--- src/rtl/dmem_pkg.sv ---
// Shared types and constants for the data-memory controller.
package dmem_pkg;

    typedef enum logic [1:0] {
        SZ_BYTE = 2'b00,
        SZ_HALF = 2'b01,
        SZ_WORD = 2'b10
    } size_e;

    typedef enum logic [1:0] {
        ST_IDLE = 2'b00,
        ST_WAIT = 2'b01,
        ST_RESP = 2'b10
    } state_e;

    localparam int CNT_W = 4;

    // Byte-lane enables for an access of the given size at the given low address bits.
    function automatic logic [3:0] lane_mask(input logic [1:0] size, input logic [1:0] lo);
        logic [3:0] m;
        case (size)
            SZ_BYTE: m = 4'b0001 << lo;
            SZ_HALF: m = lo[1] ? 4'b1100 : 4'b0011;
            SZ_WORD: m = 4'b1111;
            default: m = 4'b0000;
        endcase
        return m;
    endfunction

endpackage

--- src/rtl/dmem_array.sv ---
// Word-organised storage with per-byte write enables and a registered word read.
// Contents are deliberately not reset.
module dmem_array
    import dmem_pkg::*;
#(
    parameter int DEPTH_WORDS = 64,
    parameter int AW          = 6
) (
    input  logic          clk,
    input  logic          wr_en,
    input  logic          rd_en,
    input  logic [AW-1:0] addr,
    input  logic [3:0]    be,
    input  logic [31:0]   wdata,
    output logic [31:0]   rdata
);

    logic [31:0] mem [DEPTH_WORDS];

    // Byte-enabled write and synchronous read of one word.
    always_ff @(posedge clk) begin
        if (wr_en) begin
            for (int k = 0; k < 4; k++) begin
                if (be[k]) begin
                    mem[addr][8*k +: 8] <= wdata[8*k +: 8];
                end
            end
        end
        if (rd_en) begin
            rdata <= mem[addr];
        end
    end

endmodule

--- src/rtl/dmem_ctrl.sv ---
// Data-memory controller: valid/ready request, configurable wait states,
// byte/half/word access with sign or zero extension, error response.
// Optional feature macro: DMEM_ALIGN_CHECK_EN (misaligned half/word accesses
// become errors; when undefined they are forced to natural alignment).
//
// state   | meaning
// --------+--------------------------------------------------
// ST_IDLE | ready for a request
// ST_WAIT | legal access accepted, counting down wait states
// ST_RESP | one-cycle response strobe
module dmem_ctrl
    import dmem_pkg::*;
#(
    parameter int DEPTH_WORDS = 64,
    parameter int WAIT_CYCLES = 1
) (
    input  logic        clk,
    input  logic        reset,
    input  logic        req_valid,
    output logic        req_ready,
    input  logic        req_we,
    input  logic [1:0]  req_size,
    input  logic        req_signed,
    input  logic [31:0] req_addr,
    input  logic [31:0] req_wdata,
    output logic        rsp_valid,
    output logic [31:0] rsp_rdata,
    output logic        rsp_err
);

    localparam int AW = $clog2(DEPTH_WORDS);

    state_e           state, state_nx;
    logic [CNT_W-1:0] cnt, cnt_nx;

    logic             we_q, signed_q, err_q;
    logic [1:0]       size_q;
    logic [AW+1:0]    addr_q;
    logic [31:0]      wdata_q;

    logic             size_bad, range_bad, align_bad, req_err;
    logic [AW+1:0]    addr_eff;
    logic             accept, enter_resp, mem_go;

    logic             op_we;
    logic [1:0]       op_size;
    logic [AW+1:0]    op_addr;
    logic [31:0]      op_wdata, wr_lanes;
    logic [3:0]       op_be;
    logic [31:0]      rd_word, lane_data, ext_data;

    assign accept = req_valid && (state == ST_IDLE);

    // Classify the incoming request and compute its effective byte address.
    always_comb begin
        size_bad  = (req_size == 2'b11);
        range_bad = (req_addr[31:2] >= 30'(DEPTH_WORDS));
        addr_eff  = req_addr[AW+1:0];
`ifdef DMEM_ALIGN_CHECK_EN
        align_bad = ((req_size == SZ_HALF) && req_addr[0]) ||
                    ((req_size == SZ_WORD) && (req_addr[1:0] != 2'b00));
`else
        align_bad = 1'b0;
        if (req_size == SZ_HALF) begin
            addr_eff[0] = 1'b0;
        end else if (req_size == SZ_WORD) begin
            addr_eff[1:0] = 2'b00;
        end
`endif
        req_err = size_bad || range_bad || align_bad;
    end

    // Next-state logic; enter_resp marks the edge that commits a legal access.
    always_comb begin
        state_nx   = state;
        cnt_nx     = cnt;
        enter_resp = 1'b0;
        case (state)
            ST_IDLE: begin
                if (req_valid) begin
                    if (req_err) begin
                        state_nx = ST_RESP;
                    end else if (WAIT_CYCLES == 0) begin
                        state_nx   = ST_RESP;
                        enter_resp = 1'b1;
                    end else begin
                        state_nx = ST_WAIT;
                        cnt_nx   = CNT_W'(WAIT_CYCLES);
                    end
                end
            end
            ST_WAIT: begin
                cnt_nx = cnt - CNT_W'(1);
                if (cnt == CNT_W'(1)) begin
                    state_nx   = ST_RESP;
                    enter_resp = 1'b1;
                end
            end
            ST_RESP: state_nx = ST_IDLE;
            default: state_nx = ST_IDLE;
        endcase
    end

    // State, counter and request capture.
    always_ff @(posedge clk) begin
        if (reset) begin
            state    <= ST_IDLE;
            cnt      <= '0;
            we_q     <= 1'b0;
            signed_q <= 1'b0;
            err_q    <= 1'b0;
            size_q   <= 2'b00;
            addr_q   <= '0;
            wdata_q  <= '0;
        end else begin
            state <= state_nx;
            cnt   <= cnt_nx;
            if (accept) begin
                we_q     <= req_we;
                signed_q <= req_signed;
                err_q    <= req_err;
                size_q   <= req_size;
                addr_q   <= addr_eff;
                wdata_q  <= req_wdata;
            end
        end
    end

    // With zero wait states the storage access happens on the accept edge itself,
    // so the live request is used there; otherwise the captured copy.
    always_comb begin
        if (state == ST_IDLE) begin
            op_we    = req_we;
            op_size  = req_size;
            op_addr  = addr_eff;
            op_wdata = req_wdata;
        end else begin
            op_we    = we_q;
            op_size  = size_q;
            op_addr  = addr_q;
            op_wdata = wdata_q;
        end
        op_be = lane_mask(op_size, op_addr[1:0]);
        case (op_size)
            SZ_BYTE: wr_lanes = {4{op_wdata[7:0]}};
            SZ_HALF: wr_lanes = {2{op_wdata[15:0]}};
            default: wr_lanes = op_wdata;
        endcase
    end

    // A reset on the commit edge drops the access.
    assign mem_go = enter_resp && !reset;

    dmem_array #(
        .DEPTH_WORDS(DEPTH_WORDS),
        .AW         (AW)
    ) u_array (
        .clk  (clk),
        .wr_en(mem_go && op_we),
        .rd_en(mem_go && !op_we),
        .addr (op_addr[AW+1:2]),
        .be   (op_be),
        .wdata(wr_lanes),
        .rdata(rd_word)
    );

    // Shift the addressed lane down and extend it.
    always_comb begin
        lane_data = rd_word >> {addr_q[1:0], 3'b000};
        case (size_q)
            SZ_BYTE: ext_data = signed_q ? {{24{lane_data[7]}}, lane_data[7:0]}
                                         : {24'h0, lane_data[7:0]};
            SZ_HALF: ext_data = signed_q ? {{16{lane_data[15]}}, lane_data[15:0]}
                                         : {16'h0, lane_data[15:0]};
            default: ext_data = rd_word;
        endcase
    end

    assign req_ready = (state == ST_IDLE);
    assign rsp_valid = (state == ST_RESP);
    assign rsp_err   = rsp_valid && err_q;
    assign rsp_rdata = (rsp_valid && !err_q && !we_q) ? ext_data : 32'h0;

endmodule

--- config.mk ---
export PLATFORM = sky130hd
export DESIGN_NAME = dmem_ctrl
export DESIGN_NICKNAME = d
export VERILOG_FILES = /design/src/rtl/dmem_pkg.sv /design/src/rtl/dmem_array.sv /design/src/rtl/dmem_ctrl.sv
export SDC_FILE = /design/constraint.sdc
export NUM_CORES = 2
export LEC_CHECK = 0
export ABC_AREA = 1
export ABC_CLOCK_PERIOD_IN_PS = 5500
export CORE_ASPECT_RATIO = 1.5
export CORE_MARGIN = 4
export CORE_UTILIZATION = 60
export DETAILED_ROUTE_END_ITERATION = 10
export PLACE_DENSITY = 0.75
export SYNTH_ARGS = -nofsm -noshare
export SYNTH_HDL_FRONTEND = slang
export SYNTH_HIERARCHICAL = 1
export SYNTH_SLANG_ARGS = --single-unit
--- constraint.sdc ---
create_clock -name clk -period 5.5 [get_ports clk]
set_input_delay 0.825 -clock clk [delete_from_list [all_inputs] [get_ports clk]]
set_output_delay 0.825 -clock clk [all_outputs]
set_load 0.02 [all_outputs]
==> flow_summary.ini <==
[floorplan]
row_count = 175
ioPinCount = 106
die_width_um = 327.3
dieArea_um2 = 159400
initial_utilization_pct = 60.47
die_h_um = 487.0
design.core.area_um2 = 151700

[hold_path]
hold_path.class = reg -> reg

[sta]
max_slew_margin_pct = 10.88
tightest_slew_ns = 1.332
fin_setup_tns_ns = 0
slew_violations = 0
clock_skew_ns = 0.03358
fmax_mhz = 210.3
hold_violations = 0
fin_crit_ns = 4.756
rsz0062_at_grt = false
finalSetupViolations = 0
post-route-period-util_pct = 86.47

[synthesis]
ys_seq_elements = 2131
yosysUniqueCellTypes = 40
synth_top_cell_area_share_pct = 68.07
synth.avg_cell_area_um2 = 9.836
yosys_warnings = 6
synthTopCellsByArea = edfxtp_1, nand2_1, nor2_1, buf_2, dfxtp_1
synth_area_leader_cell = edfxtp_1
synth_nets = 9402
seq_area_frac_synth_pct = 69.18
syn_inst = 9329
syn-cell-area_um2 = 91760

[clock_tree]
clk_latency_ns = 0.83
clk_pin_slew_ns = 0.06
htreeDepth = 4
cts_buffer_depth = 3
postCtsHoldBufs = 0
cts-buffers-inserted = 186
post_cts_resized = 0
postCtsSetupRepairBufs = 0
cts.sinks = 2131
root_buffer = clkbuf_16
cts_tree = done

[worst_setup_path]
path_class = reg -> out
worst_setup_path_start_kind = flop
crit_arrival_ns = 3.93
cp-end-kind = output pin
crit_required_ns = 4.68
critPathMaxFanout = 33

[place]
dp.final_hpwl_um = 164600
postPlaceCellArea_um2 = 96070
port-buffer-count = 105
gp_congestion = 1.000

[grt]
grt-ovfl-total = 0
grt_pass1_wl_um = 388500
antenna_found_initial = 8
grt_util_all_layers_pct = 32.84
grt_start_max_net_pins = 198
grt_pass1_vias = 63190

[detailed_routing]
vias_per_cell = 5.693
drc = 0
ant_nets = 0
post_drt_wl_per_cell_um = 22.78
firstDrtPassIters = 9
drt-total-wl_um = 265000
drt_iter0_markers = 7885
via_count = 66240

[cells_and_area]
design_area_um2 = 102100
nNetsFinal = 9508
synthToLayoutAreaGrowth_pct = 11.26
drive_above_1_share_pct = 6.882

[status]
outcome = finished, final reports clean

[power_and_ir_drop]
leakagePower_uw = 0.04238
ir_drop_v = 0.0002312
power.density_nw_per_um2 = 342.9

[job]
cap_violations = 0
[cell usage after synthesis (all sizes together)]
| cell type | n |
|---|---|
| nand4 | 2 |
| nor2 | 446 |
| dfxtp | 51 |
| o221ai | 8 |
| buf | 344 |
| a31oi | 17 |
| o211ai | 6 |
| nor3 | 9 |
| nand3b | 2 |
| or2 | 7 |
| ha | 2 |
| nand2 | 5899 |
| a21oi | 61 |
| nand3 | 34 |
| clkbuf | 146 |
| o31ai | 7 |
| inv | 93 |
| o21ai | 113 |
| and2 | 1 |
| edfxtp | 2080 |
| o21a | 1 |
[critical path, stage by stage (launching register included)]
cell and delay, ns:
dfxtp_1 0.74, inv_1 0.64, a21oi_1 0.55, o21ai_0 0.23, a21oi_1 0.28, clkdlybuf4s50_1 0.66
[registers in the layout, indices dropped and copies added (netlist names), 2 cells and up]
| register | cells |
|---|---|
| addr_q | 8 |
| cnt | 4 |
| size_q | 2 |
| state | 2 |
| u_array/mem | 2048 |
| u_array/rdata | 32 |
| wdata_q | 32 |
[logic make-up (layout without fill, tap and decap cells)]
kind of cell / after synthesis / in the layout / share of synthesized area (%)
fa+ha+maj: 2 / 2 / 0.02727
other cells: 0 / 11 / 0
simple gates: 6400 / 6400 / 26.42
flops: 2131 / 2131 / 69.18
compound gates: 213 / 213 / 1.310
buf+inv: 583 / 844 / 3.061
[final cells by class]
type / count / area [um^2]
fill: 11020 / 49640
tap: 2035 / 2546
inverter: 93 / 391.6
timing repair buffer: 408 / 3664
clock inverter: 111 / 1074
clock buffer: 232 / 4933
sequential: 2131 / 63480
multi-input combinational: 6615 / 25980
antenna: 11 / 27.53
[metal layers]
layer / routed length (um) / up-vias / track usage (%)
li1: - / 30300 / -
met1: 89970 / 31280 / 39.25
met2: 125400 / 3740 / 53.24
met3: 26170 / 913 / 6.192
met4: 23450 / 2 / 24.64
met5: 13 / - / 0
[layout by cell type (no fill, tap or decap), drive strengths merged, types with 7 or more instances in the layout]
cell type	count
bufinv	20
diode	11
nand2	5899
or2	7
clkinvlp	9
a31oi	17
nand3	34
nor3	9
edfxtp	2080
o221ai	8
buf	303
clkbuf	232
inv	101
clkdlybuf4s50	105
clkinv	74
dfxtp	51
o21ai	113
nor2	446
a21oi	61
o31ai	7
[metrics by stage]
step / total power, uW / utilization, % / instances / setup slack, ns / hold WS [ns]
3_3_place_gp: 22170 / 63.31 / 11280 / 1.016 / 0.4361
4_1_cts: 35040 / 67.27 / 11630 / 0.7384 / 0.4524
6_report: 35020 / 67.29 / 11640 / 0.7444 / 0.4510
5_1_grt: 36050 / 67.28 / 11630 / 0.5235 / 0.4702
3_5_place_dp: 22210 / 63.31 / 11280 / 0.9472 / 0.4420
2_1_floorplan: 20820 / - / 9329 / 0.4990 / 0.4245
[report_power, final]
| group | total (uW) | internal, uW | switching [uW] |
|---|---|---|---|
| registers | 18200 | 18200 | 16.7 |
| clock network | 13100 | 7300 | 5760 |
| logic | 3740 | 853 | 2890 |
[final timing paths]
| check | end | depth (start not counted) | slack, ns | from |
|---|---|---|---|---|
| worst max-delay path | rsp_rdata[4] | 5 | 0.74 | addr_q[0]$_SDFFE_PP0P_ |
| worst min-delay path | wdata_q[10]$_SDFFE_PP0P_ | 2 | 0.45 | wdata_q[10]$_SDFFE_PP0P_ |
| worst max register to register | u_array/mem[31][13]$_DFFE_PP_ | 8 | 1.23 | state[0]$_SDFFE_PP0P_ |
| worst min register to register | wdata_q[10]$_SDFFE_PP0P_ | 2 | 0.45 | wdata_q[10]$_SDFFE_PP0P_ |
Note: power is estimated with default switching activity, not from simulation.
